--- src/rtl/board_drop_engine.sv ---
// Connect-4 board owner: lands a disc in the lowest free row of a column, then runs a
// fixed-length sequential probe around the new disc to detect a WIN_LEN run or a full board.
module board_drop_engine #(
  parameter int COLS    = 7,
  parameter int ROWS    = 6,
  parameter int WIN_LEN = 4
) (
  input  logic       clk,
  input  logic       reset,
  input  logic       drop_req,
  input  logic [2:0] drop_col,
  input  logic [2:0] rd_col,
  input  logic [2:0] rd_row,
  output logic [1:0] rd_cell,
  output logic [1:0] game_status,
  output logic       invalid_column,
  output logic       player_turn,
  output logic       busy,
  output logic       done
);

  localparam int         CELLS    = COLS * ROWS;
  localparam logic [3:0] STEP_MAX = 4'(WIN_LEN - 1);

  typedef enum logic [1:0] {IDLE, PLACE, CHECK, RESULT} state_t;

  state_t      state;
  // occupancy maps indexed {col,row} so any 3-bit coordinate pair is addressable
  logic [63:0] map1, map2;
  logic [3:0]  height [8];
  logic [6:0]  drops;
  logic [2:0]  cur_col, cur_row;
  logic        cur_player;

  logic [1:0]  dir;
  logic        back;
  logic [3:0]  step;
  logic        alive;
  logic [4:0]  run;
  logic        win;

  int          dc, dr, pc, pr;
  logic        inb, hit, last;
  logic [5:0]  pidx, ridx;
  logic [4:0]  run_nx;

  always_comb begin
    dc = 0;
    dr = 0;
    case (dir)
      2'd0:    dc = 1;
      2'd1:    dr = 1;
      2'd2:    begin dc = 1;  dr = 1; end
      default: begin dc = -1; dr = 1; end
    endcase
    if (back) begin
      dc = -dc;
      dr = -dr;
    end
    pc   = int'(cur_col) + dc * int'(step);
    pr   = int'(cur_row) + dr * int'(step);
    inb  = (pc >= 0) && (pc < COLS) && (pr >= 0) && (pr < ROWS);
    pidx = {pc[2:0], pr[2:0]};
    hit  = inb && (cur_player ? map2[pidx] : map1[pidx]);
    // a side stops contributing after its first miss
    run_nx = run + {4'd0, alive & hit};
    last   = (dir == 2'd3) && back && (step == STEP_MAX);
  end

  always_comb begin
    ridx    = {rd_col, rd_row};
    rd_cell = 2'b00;
    if (int'(rd_col) < COLS && int'(rd_row) < ROWS)
      rd_cell = {map2[ridx], map1[ridx]};
  end

  always_ff @(posedge clk) begin
    if (reset) begin
      state          <= IDLE;
      map1           <= '0;
      map2           <= '0;
      for (int i = 0; i < 8; i++) height[i] <= '0;
      drops          <= '0;
      cur_col        <= '0;
      cur_row        <= '0;
      cur_player     <= 1'b0;
      dir            <= '0;
      back           <= 1'b0;
      step           <= 4'd1;
      alive          <= 1'b1;
      run            <= 5'd1;
      win            <= 1'b0;
      game_status    <= 2'b00;
      invalid_column <= 1'b0;
      player_turn    <= 1'b0;
      busy           <= 1'b0;
      done           <= 1'b0;
    end else begin
      done <= 1'b0;
      case (state)
        IDLE: begin
          // busy spans the done cycle, so it drops one cycle after completion
          if (done)
            busy <= 1'b0;
          else if (drop_req && !busy && game_status == 2'b00) begin
            cur_col        <= drop_col;
            cur_player     <= player_turn;
            invalid_column <= 1'b0;
            busy           <= 1'b1;
            state          <= PLACE;
          end
        end
        PLACE: begin
          if (int'(cur_col) >= COLS || int'(height[cur_col]) == ROWS) begin
            invalid_column <= 1'b1;
            done           <= 1'b1;
            state          <= IDLE;
          end else begin
            if (cur_player) map2[{cur_col, height[cur_col][2:0]}] <= 1'b1;
            else            map1[{cur_col, height[cur_col][2:0]}] <= 1'b1;
            cur_row         <= height[cur_col][2:0];
            height[cur_col] <= height[cur_col] + 4'd1;
            drops           <= drops + 7'd1;
            dir             <= 2'd0;
            back            <= 1'b0;
            step            <= 4'd1;
            alive           <= 1'b1;
            run             <= 5'd1;
            win             <= 1'b0;
            state           <= CHECK;
          end
        end
        CHECK: begin
          win <= win | (int'(run_nx) >= WIN_LEN);
          if (step == STEP_MAX) begin
            step  <= 4'd1;
            alive <= 1'b1;
            back  <= ~back;
            if (back) begin
              dir <= dir + 2'd1;
              run <= 5'd1;
            end else begin
              run <= run_nx;
            end
            if (last) state <= RESULT;
          end else begin
            step  <= step + 4'd1;
            run   <= run_nx;
            alive <= alive & hit;
          end
        end
        RESULT: begin
          done  <= 1'b1;
          state <= IDLE;
          if (win)
            game_status <= 2'b01;
          else if (int'(drops) == CELLS)
            game_status <= 2'b10;
          else
            player_turn <= ~player_turn;
        end
        default: state <= IDLE;
      endcase
    end
  end

endmodule

--- config.mk ---
export PLATFORM = sky130hd
export DESIGN_NAME = board_drop_engine
export DESIGN_NICKNAME = d
export VERILOG_FILES = /design/src/rtl/board_drop_engine.sv
export SDC_FILE = /design/constraint.sdc
export NUM_CORES = 1
export LEC_CHECK = 0
export ABC_AREA = 1
export BUFFER_PORTS_ARGS = -buffer_cell sky130_fd_sc_hd__buf_2
export CORE_ASPECT_RATIO = 0.5
export CORE_MARGIN = 2
export CORE_UTILIZATION = 49
export CTS_CLUSTER_DIAMETER = 120
export DETAILED_ROUTE_END_ITERATION = 10
export PLACE_DENSITY = 0.64
export SLEW_MARGIN = 20
export SYNTH_ARGS = -nofsm -noshare
export SYNTH_HDL_FRONTEND = slang
export SYNTH_SLANG_ARGS = --single-unit
--- constraint.sdc ---
create_clock -name clk -period 7.5 [get_ports clk]
set_input_delay 1.125 -clock clk [delete_from_list [all_inputs] [get_ports clk]]
set_output_delay 1.125 -clock clk [all_outputs]
set_load 0.05 [all_outputs]
Yosys cells after proc, flatten, opt, wreduce, memory -nomap -nowiden
Memories as Yosys holds them, arrays and structs flattened. A register that Yosys moved wholly into a read port is not among the register bits.
Cells that the tools add are included.
- add/sub/neg operators: 9
- multipliers: 2
- $lt $le $gt $ge: 12
- eq/ne operators: 16
- mux-type cells: 61
- bitwise gates (word level): 11
- reduce and logical (&&, ||, !) cells: 33
- operator list (kind ; number):
    OR 64 bit ; 2
    adder 4 x 32 -> 32 bit ; 2
    >= comparator 32 x 1 -> 1 bit (second input constant) ; 2
    < comparator 32 x 4 -> 1 bit (second input constant) ; 2
    multiplier 32 x 5 -> 32 bit ; 2
    2-to-1 mux 32 bit ; 2
    negation 32 bit ; 2
    case mux 32 bit (2 select lines) ; 1
    binary-select mux 1 bit (select 6 bit) ; 4
    2-to-1 mux 1 bit ; 24
    2-to-1 mux 2 bit ; 11
    < comparator 6 x 7 -> 1 bit (second input constant) ; 3
    2-to-1 mux 5 bit ; 3
    AND reduction 3 bit ; 5
    != test 2 bit (second input constant) ; 7
    2-to-1 mux 4 bit ; 3
    AND reduction 4 bit ; 3
    logical AND 1 bit ; 10
    case mux 1 bit (2 select lines) ; 5
    case mux 5 bit (2 select lines) ; 1
    2-to-1 mux 3 bit ; 3
    adder 4 x 1 -> 4 bit (second input constant) ; 2
    equality test 2 bit (second input constant) ; 4
    case mux 2 bit (4 select lines) ; 1
    24 further kinds ; 40
- register bits after elaboration: 164
- memory bits (writable): 32
- input port bits: 12
- output and inout bits: 8
- word-level logic and storage cells: 163
- memories kept: 1
- memory list (name ; words ; width ; read ports ; clocked after memory_dff ; write ports ; RTL line ; RTL):
    height ; 8 ; 4 ; 1 ; 1 ; 8 ; 30 ; logic [3:0] height [8];

Depth between registers and ports, before layout
Gate-level depths: netlist of run 1.
- word-level depth: 17
- mapped depth: 39
- mapped depth without buffers: 39

Worst setup path before layout of run 1
Ideal clock, no wire load.
- path type: flip-flop to flip-flop
- from: register dir[0]
- to: register win
- library setup time: 109 ps
- arrival: 5890 ps
- slack: 1501 ps
- stages on the path, launching flop included: 34
- path buffers: 0
- period minus slack after synthesis: 5999 ps
- path through: dfxtp_1 > inv_1 > ha_1 > or2_2 > nor2_1 > ha_1 > ha_1 > inv_1 > fa_1 > inv_1 > ha_1 > a21oi_1 > nand2_1 > nand2_1 > nand2_1 > fa_1 > nor2_1 > nand3_1 > o21ai_0 > and3_1 > nand3_1 > nor2_1 > nand2_1 > nor3_1 > nand3_1 > nor2_1 > ha_1 > ha_1 > nand3_1 > xnor2_1 > o31ai_1 > a21oi_1 > nand2_1 > inv_1
- longest elaborated chain between the ends: 17
- elaborated cells between the ends (all ways): 32
- those cells by class: 5 x add/sub; 2 x mul; 5 x order compare; 2 x eq/ne; 10 x mux; 2 x bitwise; 6 x reduce/logical
- ends and longest elaborated chain (item ; RTL line ; RTL):
    start: declaration ; 35 ; logic [1:0] dir;
    start signal: assignment ; 140 ; dir <= dir + 2'd1;
    equality test 2 bit / logical NOT 2 bit (equally long branches) ; 50 ; case (dir)
    OR reduction 2 bit (no source line) ; -- ;
    case mux 32 bit (2 select lines) ; 50 ;
    negation 32 bit ; 57 ; dc = -dc;
    2-to-1 mux 32 bit ; 56 ; if (back) begin
    multiplier 32 x 5 -> 32 bit ; 60 ; pc = int'(cur_col) + dc * int'(step);
    adder 4 x 32 -> 32 bit ; 60 ;
    >= comparator 32 x 1 -> 1 bit / < comparator 32 x 4 -> 1 bit (equally long branches) ; 62 ; inb = (pc >= 0) && (pc < COLS) && (pr >= 0) && (pr < ROWS);
    logical AND 1 bit (3 in series) ; 62 ;
    logical AND 1 bit * ; 64 ; hit = inb && (cur_player ? map2[pidx] : map1[pidx]);
    bitwise AND 1 bit * ; 66 ; run_nx = run + {4'd0, alive & hit};
    adder 5 x 1 -> 5 bit * ; 66 ;
    >= comparator 5 x 3 -> 1 bit * ; 134 ; win <= win | (int'(run_nx) >= WIN_LEN);
    OR 1 bit * ; 134 ;
    case mux 1 bit (2 select lines) * ; 100 ; case (state)
    end signal: assignment ; 134 ;
    end: declaration ; 40 ; logic win;
Mark *: on every way between the ends. The rest lies on a longest branch, timed or not. The select of a mux whose other input is x is not followed.
A chain may end at the register's enable or synchronous reset.

Worst setup path in the final report of run 1
Ends and elaborated chain as after synthesis.

==> results of run 1 <==
## registers in the layout, summed over array words and instances, names as in the netlist, 2 cells and up, named ones only
signal	cells
map2	64
drops	7
cur_row	3
game_status	2
dir	2
map1	64
run	5
height	32
step	4
cur_col	3
## routing by layer
layer,track usage (%),share of wire [%]
met5,0,0
met3,4.454,6.9
met2,44.31,44
met4,9.193,2.4
met1,39.56,47
## synthesized netlist by cell type, types with 3 or more instances
| library cell | instances | area share, % |
|---|---|---|
| sky130_fd_sc_hd__nand2_1 | 470 | 12 |
| sky130_fd_sc_hd__nor2_1 | 376 | 9.7 |
| sky130_fd_sc_hd__inv_1 | 284 | 7.3 |
| sky130_fd_sc_hd__a21oi_1 | 218 | 7.5 |
| sky130_fd_sc_hd__nand3_1 | 179 | 6.2 |
| sky130_fd_sc_hd__dfxtp_1 | 167 | 23 |
| sky130_fd_sc_hd__o21ai_0 | 119 | 4.1 |
| sky130_fd_sc_hd__ha_1 | 77 | 6.6 |
| sky130_fd_sc_hd__clkbuf_1 | 56 | 1.4 |
| sky130_fd_sc_hd__fa_1 | 49 | 6.7 |
| sky130_fd_sc_hd__edfxtp_1 | 32 | 6.6 |
| sky130_fd_sc_hd__nand4_1 | 23 | 0.99 |
| sky130_fd_sc_hd__o22ai_1 | 23 | 0.99 |
| sky130_fd_sc_hd__nor3_1 | 19 | 0.65 |
| sky130_fd_sc_hd__buf_4 | 12 | 0.62 |
| sky130_fd_sc_hd__o211ai_1 | 12 | 0.62 |
| sky130_fd_sc_hd__o21ai_1 | 12 | 0.41 |
| sky130_fd_sc_hd__buf_2 | 11 | 0.38 |
| sky130_fd_sc_hd__inv_2 | 8 | 0.21 |
| sky130_fd_sc_hd__xor2_1 | 8 | 0.48 |
| sky130_fd_sc_hd__buf_1 | 6 | 0.15 |
| sky130_fd_sc_hd__nand3b_1 | 5 | 0.26 |
| sky130_fd_sc_hd__nor2_2 | 5 | 0.22 |
| sky130_fd_sc_hd__or2_2 | 5 | 0.22 |
| sky130_fd_sc_hd__xnor2_1 | 5 | 0.30 |
| sky130_fd_sc_hd__clkinv_1 | 4 | 0.10 |
| sky130_fd_sc_hd__o21bai_1 | 4 | 0.21 |
| sky130_fd_sc_hd__o21ai_2 | 3 | 0.18 |
## cells by family after synthesis
logic type,share of synthesized area [%]
buffers and inverters,10.44
adder cells (fa/ha/maj),13.38
flip-flops,29.61
other,0.02580
AND/OR/NAND/NOR,30.89
XOR/XNOR,0.8952
AO/OA/AOI/OAI,14.76
## path summary, 6_finish.rpt
path	start	to	slack (ps)	cells past startpoint
max reg2reg	dir[0]	win	690	35
min	map2[63]	map2[63]	440	2
max	dir[0]	win	690	35
min reg2reg	map2[63]	map2[63]	440	2
## final cells by class
class | count | area share, %
inverters | 297 | 7.248
clock buffers | 18 | 2.784
repair buffers | 32 | 1.266
flip-flops and latches | 199 | 27.92
well taps | 391 | 3.173
clock inverters | 14 | 0.9253
multi-input cells | 1640 | 56.68
## worst reg2reg max path, delay by kind of cell, from the launching register on
kind / cells / cell delay (ps)
AOI/OAI and AO/OA: 3 / 530
DFF: 1 / 440
and+or+nand+nor: 18 / 2230
adders and majority gates: 8 / 3000
xor gates and xnor gates: 1 / 160
buffers and inverters: 5 / 370
## power breakdown
group / switching, uW / internal (uW)
clock: 446 / 468
combinational: 993 / 384
sequential: 37.8 / 1120
total: 1480 / 1970
## per-stage QoR
step | std cells | area (um2) | util, % | power, uW
2_1_floorplan | 2223 | 14550 | - | 2111
3_3_place_gp | 2559 | 14840 | 51.07 | 2536
3_5_place_dp | 2559 | 14840 | 51.07 | 2533
4_1_cts | 2591 | 15420 | 53.03 | 3446
5_1_grt | 2591 | 15420 | 53.03 | 3653
6_report | 2591 | 15420 | 53.03 | 3451
==> key figures, run 1 <==
Layout
  • Antenna Cells: 0
  • Most frequent standard cell in the layout excluding fill and tap cells: sky130_fd_sc_hd__nand2_1
  • Area taken by multi-input logic gates: 8738 um2
  • Sequential cell area: 4304 um2
  • Final nets: 2325
  • Area Growth Syn to Fin: 6.051%
  • Top library cells by usage in the layout, fill and taps aside: 470 x sky130_fd_sc_hd__nand2_1, 376 x sky130_fd_sc_hd__nor2_1, 284 x sky130_fd_sc_hd__inv_1
  • Fraction of layout instances using a drive strength above 1: 4.273%
  • Number of filler instances in the final layout: 2995

Worst setup path
  • Kind of start point of the critical path: register
  • Bufs and invs on worst path: 5
  • Cell occurring most often along the worst timing path: sky130_fd_sc_hd__nand2_1
  • Standard cell with the maximum stage delay on the critical path: sky130_fd_sc_hd__fa_1
  • Max incr delay on CP: 940 ps
  • Type of element capturing the critical path: register
  • Worst endpoint data arrival time: 7160 ps
  • Highest net fanout along the worst path: 9
  • Required time reported for the critical path endpoint: 7850 ps
  • Delay-heaviest family, CP: adder cells
  • Worst setup path class: register to register

Clock tree
  • Number of buffers on the longest clock path: 2
  • Master cell of the clock root buffer: sky130_fd_sc_hd__clkbuf_16
  • Number of levels in the clock H-tree: 4
  • Clock input transition at the sequential cells of the worst setup and hold paths: 80 ps
  • TritonCTS clock tree: yes
  • Clk Latency, worst-skew pair: 450 ps
  • CTS sink cnt: 199
  • PostCTS Resize Cnt: 0
  • Number of buffers created by CTS: 17
  • Post-CTS Setup Inserts: 0
  • Post-cts hold buffer count: 0

Flow run
  • Count of max-cap constraint violations: 0

Placement
  • IO Port Bufs: 19
  • DP Wirelength: 29960 um
  • GP Congestion: 0.9545
  • Pre-CTS setup slack: 743.9 ps

STA
  • Fin worst setup slack: 690.2 ps
  • Hold Fails Final Rpt: 0
  • Final setup fails: 0
  • Shortest period the worst path allows: 6810 ps
  • Achievable frequency: 0.1468 GHz
  • Number of pins with negative max-slew slack in the final report: 0
  • Worst rel slew slack: 37.39%
  • Accumulated negative setup slack: 0 ps
  • Fin Hold WS: 439.1 ps
  • Setup repair after global routing missed its margin: no
  • Portion of the clock cycle consumed by the worst path in the final layout: 90.80%
  • Clock skew: 13.10 ps
  • Transition time at the pin with the least slew margin: 933.4 ps

Route
  • Post-route DRC violation count: 0
  • DRC violation total after the first TritonRoute iteration: 1378
  • DRT Pass-1 Iters: 6
  • Total detailed-routing wirelength: 42830 um
  • Average detailed-routed wire length per instance: 16.53 um
  • Number of nets still failing antenna checks after routing: 0
  • Vias/cell: 5.477
  • Total vias in the final route: 14190

Global route
  • Remaining global-route overflow: 0
  • Largest net degree at the start of global routing: 87
  • Global-route wire length before repair: 70060 um
  • Antenna violations before repair: 0
  • Vias in the first global route: 13350
  • Gr usage total: 28.16%

Floorplan
  • Area enclosed by the die boundary: 31140 um2
  • Std-Cell Rows: 44
  • Floorplan die width: 247.6 um
  • Height of the die: 125.8 um
  • Core Box Area: 29070 um2
  • I/O pin count: 20
  • Initial Utilization: 50.01%

Synthesis
  • Top FF cell, synth: sky130_fd_sc_hd__dfxtp_1
  • Sequential area share after synthesis: 29.61%
  • Count of cell types in the netlist: 49
  • EDFF count, synth: 32
  • Yosys warnings: 0
  • Number of storage elements in the synthesis netlist: 199
  • Synth Area per Inst: 6.548 um2
  • Total standard cell area after synthesis: 14540 um2
  • Synthesized instance count: 2220
  • Async S/R FF share, synth: 0%

Power
  • Cell area power density: 223.8 nW/um2
  • Cell leakage power: 0.007114 uW
  • Worst vdd rail ir drop: 0.2065 mV

Outcome
  • Outcome: finished, final reports clean

Min path
  • Hold WC Path Type: register to register
Power figures use the tool's default switching activity.
==> inputs of run 2 (changes only) <==
- ABC_AREA: 1 -> 0
- CELL_PAD_IN_SITES_DETAIL_PLACEMENT: default -> 0
- CELL_PAD_IN_SITES_GLOBAL_PLACEMENT: default -> 2
- CORE_MARGIN: 2 -> 1
- CORE_UTILIZATION: 49 -> 41
- PLACE_DENSITY: 0.64 -> 0.79
==> run 2 against run 1 <==
Net effect:
- die area up 6.9%
- non-clock buffer count rose by 11
- largest power group is now sequential cells
- clock skew is 4.8 ps higher
- critical endpoint unchanged
- worst setup slack worse by 270 ps
==> key figures, run 2 <==
Layout
  • Most frequent standard cell in the layout excluding fill and tap cells: sky130_fd_sc_hd__nor2_1
  • Fraction of the core area covered by cells at the end of the flow: 45.86% (-7.2 points)
  • Antenna Cells: 0 (unchanged)
  • Top flop regs: map1 x64, map2 x64, height x32
  • Final nets: 1574 (-32%)
  • Post-layout instance area: 14600 um2 (-5.3%)
  • Fraction of layout instances using a drive strength above 1: 14.15% (+9.9 points)
  • Area Growth Syn to Fin: 9.447%
  • Top library cells by usage in the layout, fill and taps aside: 228 x sky130_fd_sc_hd__nor2_1, 173 x sky130_fd_sc_hd__a21oi_1, 166 x sky130_fd_sc_hd__dfxtp_1

Synthesis
  • Synthesized-area fraction occupied by xor and xnor cells: 1.970% (+1.1 points)
  • Share of synthesized cell area in full adder, half adder and majority cells: 14.58% (+1.2 points)
  • Synthesized-area fraction occupied by ao, oa, aoi and oai cells: 14.70% (-0.060 points)
  • Cell types occupying the most area after synthesis: sky130_fd_sc_hd__dfxtp_1 25%, sky130_fd_sc_hd__mux4_2 11%, sky130_fd_sc_hd__fa_1 7.4%, sky130_fd_sc_hd__ha_1 7.2%, sky130_fd_sc_hd__edfxtp_1 7.2%
  • Multiplexer share of the synthesized area: 14.28% (+14 points)
  • Count of cell types in the netlist: 70 (+43%)
  • Leading cell types by count after synthesis: 234 x sky130_fd_sc_hd__nor2_1, 175 x sky130_fd_sc_hd__a21oi_1, 167 x sky130_fd_sc_hd__dfxtp_1
  • Yosys warnings: 0 (unchanged)
  • Total standard cell area after synthesis: 13340 um2 (-8.3%)
  • Synthesized instance count: 1447 (-35%)
  • Number of storage elements in the synthesis netlist: 199 (unchanged)
  • Fraction of synthesized cell area taken by the top area cell type: 25.07% (+2.1 points)
  • Most used standard cell by instance count after synthesis: sky130_fd_sc_hd__nor2_1
  • EDFF count, synth: 32 (unchanged)
  • Async S/R FF share, synth: 0% (unchanged)
  • Dominant cell type by area after synthesis: sky130_fd_sc_hd__dfxtp_1
  • Sequential area share after synthesis: 32.27% (+2.7 points)
  • Dominant combinational cell family by area after synthesis: simple AND/OR/NAND/NOR gates
  • Synth Area in Simple Gates: 17.00% (-14 points)
  • Synth Area per Inst: 9.217 um2 (+41%)
  • Top FF cell, synth: sky130_fd_sc_hd__dfxtp_1

STA
  • Achievable frequency: 0.1412 GHz (-3.8%)
  • Accumulated negative setup slack: 0 ps (unchanged)
  • Portion of the clock cycle consumed by the worst path in the final layout: 94.40% (+3.6 points)
  • Fin worst setup slack: 419.8 ps (-270.4 ps)
  • Clock skew: 17.93 ps (+4.836 ps)
  • Number of pins with negative max-slew slack in the final report: 0 (unchanged)
  • Transition time at the pin with the least slew margin: 1050 ps (+116.3 ps)
  • Shortest period the worst path allows: 7080 ps (+270.4 ps)
  • Worst rel slew slack: 29.95% (-7.4 points)
  • Hold Fails Final Rpt: 0 (unchanged)
  • Final setup fails: 0 (unchanged)

Floorplan
  • Height of the die: 129.5 um (+3.0%)
  • Core Box Area: 31830 um2 (+9.5%)
  • Floorplan die width: 257.1 um (+3.8%)
  • Std-Cell Rows: 46 (+4.5%)
  • Area enclosed by the die boundary: 33300 um2 (+6.9%)
  • Initial Utilization: 41.90% (-8.1 points)
  • I/O pin count: 20 (unchanged)

Route
  • DRC violation total after the first TritonRoute iteration: 924 (-33%)
  • Total vias in the final route: 10960 (-23%)
  • Vias/cell: 5.825 (+6.3%)
  • Total detailed-routing wirelength: 37630 um (-12%)
  • DRT Pass-1 Iters: 6 (unchanged)
  • Post-route DRC violation count: 0 (unchanged)
  • Number of nets still failing antenna checks after routing: 0 (unchanged)
  • Average detailed-routed wire length per instance: 20.00 um (+21%)

Clock tree
  • Number of buffers on the longest clock path: 2 (unchanged)
  • Master cell of the clock root buffer: sky130_fd_sc_hd__clkbuf_16
  • Number of buffers created by CTS: 17 (unchanged)
  • TritonCTS clock tree: yes
  • Post-cts hold buffer count: 0 (unchanged)
  • Clock input transition at the sequential cells of the worst setup and hold paths: 80 ps (about the same)
  • CTS sink cnt: 199 (unchanged)
  • Number of levels in the clock H-tree: 4 (unchanged)
  • Clk Latency, worst-skew pair: 460 ps (about the same)

Placement
  • DP Area: 13880 um2 (-6.5%)
  • DP Wirelength: 27230 um (-9.1%)
  • GP Congestion: 0.9703 (+1.7%)
  • Pre-CTS setup slack: -187.6 ps (-931.5 ps)
  • IO Port Bufs: 19 (unchanged)

Global route
  • Remaining global-route overflow: 0 (unchanged)
  • Vias in the first global route: 10520 (-21%)
  • Global-route wire length before repair: 58960 um (-16%)
  • Antenna violations before repair: 1 (+1)
  • Gr usage total: 22.91% (-5.2 points)
  • Largest net degree at the start of global routing: 95 (+9.2%)

Power
  • Worst vdd rail ir drop: 0.1702 mV (-18%)
  • Clk network pwr share: 35.1% (+8.6 points)
  • Net switching component of the power: 942.5 uW (-36%)
  • Cell area power density: 186.5 nW/um2 (-17%)
  • Sw frac: 34.61% (-8.2 points)
  • Sequential share of power: 41.7% (+8.1 points)
  • PnR Total Power: 2723 uW (-21%)
  • Share of total power in combinational logic: 23.3% (-17 points)
  • Cell leakage power: 0.005895 uW (-17%)
  • Internal Pwr Total: 1780 uW (-9.8%)

Worst setup path
  • Worst endpoint data arrival time: 7380 ps (+220 ps)
  • Kind of start point of the critical path: register
  • Required time reported for the critical path endpoint: 7800 ps (-50 ps)
  • Standard cell with the maximum stage delay on the critical path: sky130_fd_sc_hd__fa_1
  • Worst setup path class: register to register
  • Highest net fanout along the worst path: 5 (-4)
  • Max incr delay on CP: 560 ps (-380 ps)
  • Type of element capturing the critical path: register

Outcome
  • Outcome: finished, final reports clean

Flow run
  • Count of max-cap constraint violations: 0 (unchanged)

Min path
  • Hold WC Path Type: register to register
## run 2: cell type report
| type | instances | area, um2 |
|---|---|---|
| clock buffer | 17 | 425.4 |
| sequential | 199 | 4305 |
| timing repair buffer | 43 | 277.8 |
| fill | 3077 | 17230 |
| multi-input combinational | 1075 | 8481 |
| clock inverter | 15 | 191.4 |
| inverter | 100 | 375.4 |
| tap | 432 | 540.5 |
## run 2: stage by stage
stage | std cells | hold slack, ps
6_report | 1881 | 467.8
3_5_place_dp | 1847 | 456.4
3_3_place_gp | 1847 | 448.0
5_1_grt | 1881 | 480.0
4_1_cts | 1879 | 471.4
2_1_floorplan | 1450 | 432.4
## run 2: worst paths after layout
kind,endpoint,slack (ps),depth (start not counted),start
worst max-delay path,win,420,28,dir[1]
worst min-delay path,map1[59],470,1,map1[59]
worst max register to register,win,420,28,dir[1]
worst min register to register,map1[59],470,1,map1[59]
## run 2: logic make-up after synthesis
family	count (synthesis)
and+or+nand+nor	477
xor gates and xnor gates	30
AOI/OAI and AO/OA	329
buffers and inverters	176
DFF	199
muxes	109
other	1
adders and majority gates	126
## run 2: critical path, delay by kind of cell (launching register included)
kind / cells / cell delay, ps
adder cells (fa/ha/maj): 8 / 2590
AND/OR/NAND/NOR: 8 / 1730
AO/OA/AOI/OAI: 6 / 1510
buffers and inverters: 5 / 510
flip-flops: 1 / 340
multiplexers: 1 / 210
## run 2: per-layer routing
| metal | share of wire (%) | up-vias | GRT usage [%] |
|---|---|---|---|
| met2 | 45 | 348 | 36.72 |
| met4 | 1.9 | 0 | 6.828 |
| met5 | 0 | - | 0 |
| met3 | 5.5 | 59 | 3.638 |
| li1 | - | 5143 | - |
| met1 | 47 | 5407 | 32.06 |
## run 2: power by group through the flow
stage / clock [uW] / sequential [uW] / combinational [uW]
finish: 955 / 1130 / 634
global route: 1010 / 1140 / 687
CTS: 970 / 1130 / 620
detailed placement: 0 / 1160 / 612
global placement: 0 / 1160 / 613
floorplan: 0 / 1150 / 425
## run 2: timing repair
action | CTS | global route
setup endpoints to repair | 3 | 5
pin swaps | 0 | 5
gates resized for setup | 6 | 21
setup buffers | 0 | 2
